==> src/rtl/projectile_pkg.sv <==
// Shared types for the projectile pool: travel direction, slot state and
// the slot-index width helper.
package projectile_pkg;

    typedef enum logic [1:0] {
        DIR_UP    = 2'b00,
        DIR_DOWN  = 2'b01,
        DIR_LEFT  = 2'b10,
        DIR_RIGHT = 2'b11
    } dir_t;

    typedef enum logic {
        SLOT_IDLE   = 1'b0,
        SLOT_FLYING = 1'b1
    } slot_state_t;

    localparam int COORD_W = 10;

    // Index width never drops below one bit, even for a single-slot pool.
    function automatic int SLOT_IDX_W(input int n);
        return (n <= 1) ? 1 : $clog2(n);
    endfunction

endpackage

==> src/rtl/projectile_pool_if.sv <==
// Shooter/collision/render side bundle of the projectile pool.
// The master drives fire/kill/pixel coordinates; the pool (slave) returns status.
interface projectile_pool_if
    import projectile_pkg::*;
#(
    parameter int NUM_SLOTS = 4
);
    localparam int IDX_W = SLOT_IDX_W(NUM_SLOTS);

    logic                         fire_req;
    logic [1:0]                   fire_dir;
    logic [COORD_W-1:0]           x_origin;
    logic [COORD_W-1:0]           y_origin;
    logic [NUM_SLOTS-1:0]         kill;
    logic                         kill_all;
    logic [COORD_W-1:0]           x;
    logic [COORD_W-1:0]           y;
    logic                         fire_ack;
    logic [NUM_SLOTS-1:0]         slot_active;
    logic [COORD_W*NUM_SLOTS-1:0] x_pos;
    logic [COORD_W*NUM_SLOTS-1:0] y_pos;
    logic                         pixel_on;
    logic [IDX_W-1:0]             pixel_slot;

    modport master (
        output fire_req, fire_dir, x_origin, y_origin, kill, kill_all, x, y,
        input  fire_ack, slot_active, x_pos, y_pos, pixel_on, pixel_slot
    );

    modport slave (
        input  fire_req, fire_dir, x_origin, y_origin, kill, kill_all, x, y,
        output fire_ack, slot_active, x_pos, y_pos, pixel_on, pixel_slot
    );

endinterface

==> src/rtl/projectile_slot.sv <==
// One projectile: IDLE/FLYING state, latched direction, position, exit and pixel test.
// Define PROJ_BOUNCE_EN to let a projectile reflect once off the playfield edge.
module projectile_slot
    import projectile_pkg::*;
#(
    parameter int SPEED = 4,
    parameter int SIZE  = 4,
    parameter int X_MIN = 28,
    parameter int X_MAX = 607,
    parameter int Y_MIN = 28,
    parameter int Y_MAX = 447
) (
    input  logic               clk,
    input  logic               rst_n,
    input  logic               i_tick,
    input  logic               i_launch,
    input  logic               i_kill,
    input  dir_t               i_dir,
    input  logic [COORD_W-1:0] i_x0,
    input  logic [COORD_W-1:0] i_y0,
    input  logic [COORD_W-1:0] i_px,
    input  logic [COORD_W-1:0] i_py,
    output logic               o_active,
    output logic [COORD_W-1:0] o_x,
    output logic [COORD_W-1:0] o_y,
    output logic               o_hit
);
    slot_state_t        r_state;
    dir_t               r_dir;
    logic [COORD_W-1:0] r_x, r_y;
`ifdef PROJ_BOUNCE_EN
    logic               r_bounced;
`endif

    logic               w_exit;
    logic [COORD_W-1:0] w_nx, w_ny;

    // Lower-bound tests compare before subtracting so a 10-bit wrap never fakes a legal position.
    always_comb begin
        w_exit = 1'b0;
        w_nx   = r_x;
        w_ny   = r_y;
        case (r_dir)
            DIR_UP: begin
                w_exit = r_y < COORD_W'(Y_MIN + SPEED);
                w_ny   = r_y - COORD_W'(SPEED);
            end
            DIR_DOWN: begin
                w_exit = ({1'b0, r_y} + 11'(SPEED)) > 11'(Y_MAX);
                w_ny   = r_y + COORD_W'(SPEED);
            end
            DIR_LEFT: begin
                w_exit = r_x < COORD_W'(X_MIN + SPEED);
                w_nx   = r_x - COORD_W'(SPEED);
            end
            DIR_RIGHT: begin
                w_exit = ({1'b0, r_x} + 11'(SPEED)) > 11'(X_MAX);
                w_nx   = r_x + COORD_W'(SPEED);
            end
        endcase
    end

    always_ff @(posedge clk or negedge rst_n) begin
        if (!rst_n) begin
            r_state   <= SLOT_IDLE;
            r_dir     <= DIR_UP;
            r_x       <= '0;
            r_y       <= '0;
`ifdef PROJ_BOUNCE_EN
            r_bounced <= 1'b0;
`endif
        end else if (r_state == SLOT_FLYING) begin
            if (i_kill) begin
                r_state <= SLOT_IDLE;
            end else if (i_tick) begin
                if (!w_exit) begin
                    r_x <= w_nx;
                    r_y <= w_ny;
                end
`ifdef PROJ_BOUNCE_EN
                else if (!r_bounced) begin
                    // Reverse along the same axis and park on the violated bound.
                    r_bounced <= 1'b1;
                    r_dir     <= dir_t'(r_dir ^ 2'b01);
                    case (r_dir)
                        DIR_UP:   r_y <= COORD_W'(Y_MIN);
                        DIR_DOWN: r_y <= COORD_W'(Y_MAX);
                        DIR_LEFT: r_x <= COORD_W'(X_MIN);
                        default:  r_x <= COORD_W'(X_MAX);
                    endcase
                end
`endif
                else begin
                    r_state <= SLOT_IDLE;
                end
            end
        end else if (i_launch) begin
            r_state   <= SLOT_FLYING;
            r_dir     <= i_dir;
            r_x       <= i_x0;
            r_y       <= i_y0;
`ifdef PROJ_BOUNCE_EN
            r_bounced <= 1'b0;
`endif
        end
    end

    logic [COORD_W:0] w_px, w_py, w_xl, w_yt;
    assign w_px = {1'b0, i_px};
    assign w_py = {1'b0, i_py};
    assign w_xl = {1'b0, r_x};
    assign w_yt = {1'b0, r_y};

    assign o_active = (r_state == SLOT_FLYING);
    assign o_x      = r_x;
    assign o_y      = r_y;
    assign o_hit    = o_active
                   && (w_px >= w_xl) && (w_px <= w_xl + 11'(SIZE - 1))
                   && (w_py >= w_yt) && (w_py <= w_yt + 11'(SIZE - 1));

endmodule

==> src/rtl/projectile_pool.sv <==
// Pool of NUM_SLOTS projectiles: fire allocator, cooldown, per-slot movers, pixel priority.
// Define PROJ_BOUNCE_EN to enable the single-reflection projectile variant.
module projectile_pool
    import projectile_pkg::*;
#(
    parameter int NUM_SLOTS = 4,
    parameter int SPEED     = 4,
    parameter int SIZE      = 4,
    parameter int OFFSET    = 14,
    parameter int X_MIN     = 28,
    parameter int X_MAX     = 607,
    parameter int Y_MIN     = 28,
    parameter int Y_MAX     = 447,
    parameter int COOLDOWN  = 8
) (
    input  logic clk_50MHz,
    input  logic reset,
    input  logic refresh_tick,
    projectile_pool_if.slave pool_if
);
    localparam int IDX_W = SLOT_IDX_W(NUM_SLOTS);
    localparam int CD_W  = (COOLDOWN < 1) ? 1 : $clog2(COOLDOWN + 1);

    logic [CD_W-1:0]                     r_cd;
    logic                                r_fire_ack;
    logic [NUM_SLOTS-1:0]                w_active, w_hit;
    logic [NUM_SLOTS-1:0][COORD_W-1:0]   w_x, w_y;
    logic                                w_free_any, w_accept;
    logic [IDX_W-1:0]                    w_sel, w_pix_sel;
    logic [COORD_W-1:0]                  w_x0, w_y0;

    // Lowest-index idle slot; uses registered state so a slot killed this cycle stays unavailable.
    always_comb begin
        w_free_any = 1'b0;
        w_sel      = '0;
        for (int i = NUM_SLOTS - 1; i >= 0; i--) begin
            if (!w_active[i]) begin
                w_free_any = 1'b1;
                w_sel      = IDX_W'(i);
            end
        end
    end

    assign w_accept = refresh_tick && pool_if.fire_req && (r_cd == '0)
                   && w_free_any && !pool_if.kill_all;
    assign w_x0     = pool_if.x_origin + COORD_W'(OFFSET);
    assign w_y0     = pool_if.y_origin + COORD_W'(OFFSET);

    always_ff @(posedge clk_50MHz or negedge reset) begin
        if (!reset) begin
            r_cd       <= '0;
            r_fire_ack <= 1'b0;
        end else begin
            r_fire_ack <= w_accept;
            if (w_accept)
                r_cd <= CD_W'(COOLDOWN);
            else if (refresh_tick && r_cd != '0)
                r_cd <= r_cd - 1'b1;
        end
    end

    for (genvar g = 0; g < NUM_SLOTS; g++) begin : g_slot
        projectile_slot #(
            .SPEED(SPEED), .SIZE(SIZE),
            .X_MIN(X_MIN), .X_MAX(X_MAX), .Y_MIN(Y_MIN), .Y_MAX(Y_MAX)
        ) u_slot (
            .clk      (clk_50MHz),
            .rst_n    (reset),
            .i_tick   (refresh_tick),
            .i_launch (w_accept && (w_sel == IDX_W'(g))),
            .i_kill   (pool_if.kill[g] || pool_if.kill_all),
            .i_dir    (dir_t'(pool_if.fire_dir)),
            .i_x0     (w_x0),
            .i_y0     (w_y0),
            .i_px     (pool_if.x),
            .i_py     (pool_if.y),
            .o_active (w_active[g]),
            .o_x      (w_x[g]),
            .o_y      (w_y[g]),
            .o_hit    (w_hit[g])
        );
    end

    always_comb begin
        w_pix_sel = '0;
        for (int i = NUM_SLOTS - 1; i >= 0; i--) begin
            if (w_hit[i])
                w_pix_sel = IDX_W'(i);
        end
    end

    assign pool_if.fire_ack    = r_fire_ack;
    assign pool_if.slot_active = w_active;
    assign pool_if.x_pos       = w_x;
    assign pool_if.y_pos       = w_y;
    assign pool_if.pixel_on    = |w_hit;
    assign pool_if.pixel_slot  = w_pix_sel;

endmodule

==> src/flat_wrapper.sv <==
// flat-port wrapper written by rule: the top's interface ports become plain ports
module projectile_pool_flat import projectile_pkg::*;
#(
    parameter int NUM_SLOTS = 4,
    parameter int SPEED     = 4,
    parameter int SIZE      = 4,
    parameter int OFFSET    = 14,
    parameter int X_MIN     = 28,
    parameter int X_MAX     = 607,
    parameter int Y_MIN     = 28,
    parameter int Y_MAX     = 447,
    parameter int COOLDOWN  = 8
)
  (clk_50MHz, reset, refresh_tick, pool_if_fire_req, pool_if_fire_dir, pool_if_x_origin, pool_if_y_origin, pool_if_kill, pool_if_kill_all, pool_if_x, pool_if_y, pool_if_fire_ack, pool_if_slot_active, pool_if_x_pos, pool_if_y_pos, pool_if_pixel_on, pool_if_pixel_slot);
  projectile_pool_if #(.NUM_SLOTS(NUM_SLOTS)) pool_if_i ();
  input  logic clk_50MHz;
  input  logic reset;
  input  logic refresh_tick;
  input wire logic [$bits(pool_if_i.fire_req)-1:0] pool_if_fire_req;
  input wire logic [$bits(pool_if_i.fire_dir)-1:0] pool_if_fire_dir;
  input wire logic [$bits(pool_if_i.x_origin)-1:0] pool_if_x_origin;
  input wire logic [$bits(pool_if_i.y_origin)-1:0] pool_if_y_origin;
  input wire logic [$bits(pool_if_i.kill)-1:0] pool_if_kill;
  input wire logic [$bits(pool_if_i.kill_all)-1:0] pool_if_kill_all;
  input wire logic [$bits(pool_if_i.x)-1:0] pool_if_x;
  input wire logic [$bits(pool_if_i.y)-1:0] pool_if_y;
  output wire logic [$bits(pool_if_i.fire_ack)-1:0] pool_if_fire_ack;
  output wire logic [$bits(pool_if_i.slot_active)-1:0] pool_if_slot_active;
  output wire logic [$bits(pool_if_i.x_pos)-1:0] pool_if_x_pos;
  output wire logic [$bits(pool_if_i.y_pos)-1:0] pool_if_y_pos;
  output wire logic [$bits(pool_if_i.pixel_on)-1:0] pool_if_pixel_on;
  output wire logic [$bits(pool_if_i.pixel_slot)-1:0] pool_if_pixel_slot;
  assign pool_if_i.fire_req = pool_if_fire_req;
  assign pool_if_i.fire_dir = pool_if_fire_dir;
  assign pool_if_i.x_origin = pool_if_x_origin;
  assign pool_if_i.y_origin = pool_if_y_origin;
  assign pool_if_i.kill = pool_if_kill;
  assign pool_if_i.kill_all = pool_if_kill_all;
  assign pool_if_i.x = pool_if_x;
  assign pool_if_i.y = pool_if_y;
  assign pool_if_fire_ack = pool_if_i.fire_ack;
  assign pool_if_slot_active = pool_if_i.slot_active;
  assign pool_if_x_pos = pool_if_i.x_pos;
  assign pool_if_y_pos = pool_if_i.y_pos;
  assign pool_if_pixel_on = pool_if_i.pixel_on;
  assign pool_if_pixel_slot = pool_if_i.pixel_slot;
  projectile_pool #(.NUM_SLOTS(NUM_SLOTS), .SPEED(SPEED), .SIZE(SIZE), .OFFSET(OFFSET), .X_MIN(X_MIN), .X_MAX(X_MAX), .Y_MIN(Y_MIN), .Y_MAX(Y_MAX), .COOLDOWN(COOLDOWN)) u_core (.clk_50MHz(clk_50MHz), .reset(reset), .refresh_tick(refresh_tick), .pool_if(pool_if_i));
endmodule
==> config.mk <==
export PLATFORM = sky130hd
export DESIGN_NAME = projectile_pool_flat
export DESIGN_NICKNAME = d
export VERILOG_FILES = /design/src/rtl/projectile_pkg.sv /design/src/rtl/projectile_pool_if.sv /design/src/rtl/projectile_slot.sv /design/src/rtl/projectile_pool.sv /design/src/flat_wrapper.sv
export SDC_FILE = /design/constraint.sdc
export NUM_CORES = 1
export LEC_CHECK = 0
export BUFFER_PORTS_ARGS = -buffer_cell sky130_fd_sc_hd__buf_2
export CAP_MARGIN = 20
export CORE_MARGIN = 1.5
export CORE_UTILIZATION = 38
export DETAILED_ROUTE_END_ITERATION = 16
export PLACE_DENSITY = 0.65
export SLEW_MARGIN = 25
export SYNTH_ARGS = -nofsm -noshare
export SYNTH_HDL_FRONTEND = slang
export SYNTH_SLANG_ARGS = --single-unit
export TNS_END_PERCENT = 1
==> constraint.sdc <==
create_clock -name clk_50MHz -period 3.65 [get_ports clk_50MHz]
set_clock_uncertainty 0.2 [all_clocks]
set_input_delay 0.9125 -clock clk_50MHz [delete_from_list [all_inputs] [get_ports clk_50MHz]]
set_output_delay 0.9125 -clock clk_50MHz [all_outputs]
set_load 0.01 [all_outputs]
==> results.py <==
metrics = {
    "status": {
        "outcome": "complete, but fails checks",
        "violations": "setup timing",
    },
    "synth": {
        "yosys.area.top_type": "ha_1",
        "synth_seq_cells": 97,
        "synth_top_area_share": 0.228,
        "ys_warn_count": 0,
        "yosysMostFrequentCell": "ha_1",
        "synth_fp_nets": 1951,
        "ys.flop_type": "dfrtp_1",
        "synth_common_cells": "ha_1, nand2_1, a21oi_1",
        "async_flop_share": 1.00,
        "syn_area_um2": 13400,
        "synth-seq-area-share": 0.182,
        "synth_cells": 1648,
        "synth.distinct_cells": 82,
        "synth_area_leaders": "ha_1, dfrtp_1, xnor2_1, a21oi_1, nand2_1",
        "avgSynthCellArea_um2": 8.11,
        "synth-edff-count": 0,
    },
    "clock_network": {
        "clockBufferDepth": 2,
        "cts_tree": "yes",
        "cts_sinks": 97,
        "cts_buffers": 9,
        "htreeDepth": 3,
        "ctsHoldBuffers": 0,
        "insertion_delay_ns": 0.38,
        "path_clk_slew_ns": 0.08,
        "cts-root-buf": "clkbuf_16",
    },
    "placement": {
        "routabilityCongestion": 0.994,
        "place_ws_ns": -0.972,
        "io_buffers": 138,
        "hpwl_um": 40000,
        "place_area_um2": 17000,
        "place_inst": 2502,
    },
    "critical_path": {
        "cp_data_required_time_ns": 2.54,
        "crit_chain": "ha_4 > nor2b_4 > nand3_2 > xnor2_2 > ha_1 > nand4_1 > or3_1 > o31ai_2 > a311oi_2 > nor4_4 > buf_4 > a41oi_1 > nor3_2 > buf_2",
        "end_kind": "primary output",
        "critical_path_class": "reg -> out",
        "crit_slowest_cell": "dfrtp_2",
        "cp.buffers_inverters": 2,
        "cp_top_family": "simple AND/OR/NAND/NOR gates",
        "start_kind": "flip-flop",
        "critPathMaxStageDelay_ns": 0.44,
        "cp.arrival_ns": 3.31,
        "crit_fanout": 6,
    },
    "power": {
        "p_leak_nw": 8.33,
        "power_mw": 6.73,
        "swShare": 0.443,
        "combPwrFrac": 0.646,
        "powerDensity_nw_per_um2": 384,
        "p_seq_frac": 0.206,
        "power.internal_mw": 3.74,
        "p_switching_mw": 2.98,
        "vdd_ir_drop_max_uv": 357,
        "p_clk_frac": 0.148,
    },
    "layout": {
        "fin_nets": 2369,
        "synthToLayoutAreaGrowth_pct": 31.0,
        "drive_above_1_share": 0.281,
        "layout.cells.non_filler": 2526,
        "fin_area_um2": 17500,
        "final_core_util": 0.507,
        "n_fill_cell": 3362,
        "num_antenna_cells": 0,
    },
    "die": {
        "top_level_ports": 139,
        "fp.dieArea_um2": 36300,
        "core_um2": 34500,
        "start_util": 0.387,
        "rows": 68,
        "chipWidth_um": 191,
        "die_y_um": 191,
    },
    "timing": {
        "relSlewSlack": 0.388,
        "maxSlewViolCount": 0,
        "min_period_over_period": 1.21,
        "tightest_slew_ns": 0.909,
        "worst_slack_ns": -0.775,
        "hold_viol_final": 0,
        "min_period_ns": 4.43,
        "grt_setup_unrepaired": "yes",
        "setup_tns_ns": -2.25,
        "max_freq_ghz": 0.226,
        "fin_hold_ws_ns": 0.313,
        "setup_violations": 3,
    },
    "route": {
        "via_count": 14400,
        "ant_nets": 0,
        "wl_per_cell_um": 19.5,
        "drtIter0Drc": 920,
        "drc": 0,
        "wl_um": 49200,
        "dr.pass1.iters": 6,
        "via_per_inst": 5.69,
    },
    "grt": {
        "grt_pass1_vias": 14200,
        "grt_overflow_total": 0,
        "gr-usage-all-layers": 0.275,
        "grt_pass1_wl_um": 77300,
        "grt_max_degree": 54,
        "antenna_found_initial": 0,
    },
    "flow_run": {
        "cap_violations": 0,
    },
    "min_path": {
        "hp-class": "reg -> reg",
    },
}
[registers in the layout (all words and copies together) (netlist names)]
| register | count |
|---|---|
| u_core.g_slot.u_slot.o_x | 40 |
| u_core.g_slot.u_slot.o_y | 40 |
| u_core.g_slot.u_slot.r_dir | 8 |
| u_core.g_slot.u_slot.o_active | 4 |
| u_core.r_cd | 4 |
| u_core.pool_if.fire_ack | 1 |
[per-layer routing]
metal	wire length (um)	part of all wire	track usage
met3	3130	0.064	0.0421
met4	2090	0.042	0.127
met1	21000	0.43	0.347
met2	23000	0.47	0.459
met5	0	0	0
[power groups by stage]
stage	Combinational (mW)	Clock (mW)	Sequential, mW
finish	4.35	0.996	1.38
global route	4.81	1.06	1.41
CTS	4.31	1.02	1.38
detailed placement	4.19	0	1.41
global placement	4.09	0	1.40
floorplan	2.36	0	1.55
[path summary, 6_finish.rpt]
path | start | to | slack (ns) | cells past startpoint
worst max-delay path | u_core.g_slot[1].u_slot.o_y[2] | pool_if_pixel_slot[0] | -0.78 | 14
worst min-delay path | u_core.r_cd[2] | u_core.r_cd[2] | 0.31 | 1
worst max register to register | u_core.g_slot[0].u_slot.o_x[2] | u_core.g_slot[0].u_slot.o_x[4] | 0.26 | 12
worst min register to register | u_core.r_cd[2] | u_core.r_cd[2] | 0.31 | 1
max in group asynchronous | reset | u_core.g_slot[3].u_slot.o_x[3] | 2.10 | 2
min in group asynchronous | reset | u_core.g_slot[1].u_slot.o_y[9] | 0.36 | 1
[worst reg2reg max path, delay by kind of cell (launching register included)]
family,cells,cell delay (ns)
DFF,1,0.40
muxes,1,0.19
and+or+nand+nor,2,0.47
AOI/OAI and AO/OA,4,1.14
adders and majority gates,1,0.25
buffers and inverters,4,0.64
[cell families (layout without fill, tap and decap cells)]
group                      after synthesis  after routing  share of synthesized area
and+or+nand+nor                        493            493                      0.184
muxes                                   31             31                     0.0236
AOI/OAI and AO/OA                      456            456                      0.230
DFF                                     97             97                      0.182
xor gates and xnor gates               129            129                     0.0846
adders and majority gates              252            252                      0.240
buffers and inverters                  190            613                     0.0559
[final cells by class]
cell class / count / area (um2) / area share
clock buffer: 9 / 225 / 0.0129
clock inverter: 7 / 61.3 / 0.00350
inverter: 118 / 447 / 0.0255
multi-input combinational: 1361 / 10500 / 0.598
sequential: 97 / 2450 / 0.140
tap: 455 / 569 / 0.0325
timing repair buffer: 479 / 3290 / 0.188
[cells in the final DEF (no fill, tap or decap), types with 13 or more instances in the layout]
cell / netlist / final
buf_4: 5 / 338
ha_1: 244 / 239
buf_2: 6 / 137
nand2_1: 134 / 133
inv_1: 115 / 112
a21oi_1: 117 / 111
nor2_1: 101 / 101
xnor2_1: 99 / 94
o21ai_0: 91 / 87
dfrtp_1: 97 / 77
nand3_1: 49 / 44
nor3_1: 45 / 42
nand4_1: 38 / 38
a21o_1: 37 / 37
xor2_1: 30 / 30
mux2i_1: 27 / 27
dfrtp_2: 0 / 20
nor2b_1: 21 / 18
a31oi_1: 18 / 18
or3_1: 17 / 16
nand2b_1: 15 / 15
a211oi_1: 15 / 15
o21bai_1: 15 / 15
and3_1: 14 / 13
o211ai_1: 13 / 13
[timing repair]
action                                  in CTS  in global routing
endpoints found under the setup margin       3                  3
setup buffers                               11                  0
pin swaps                                   16                  5
cloned                                       0                  0
gates resized for setup                     35                  3
(Power assumes the default switching activity.)
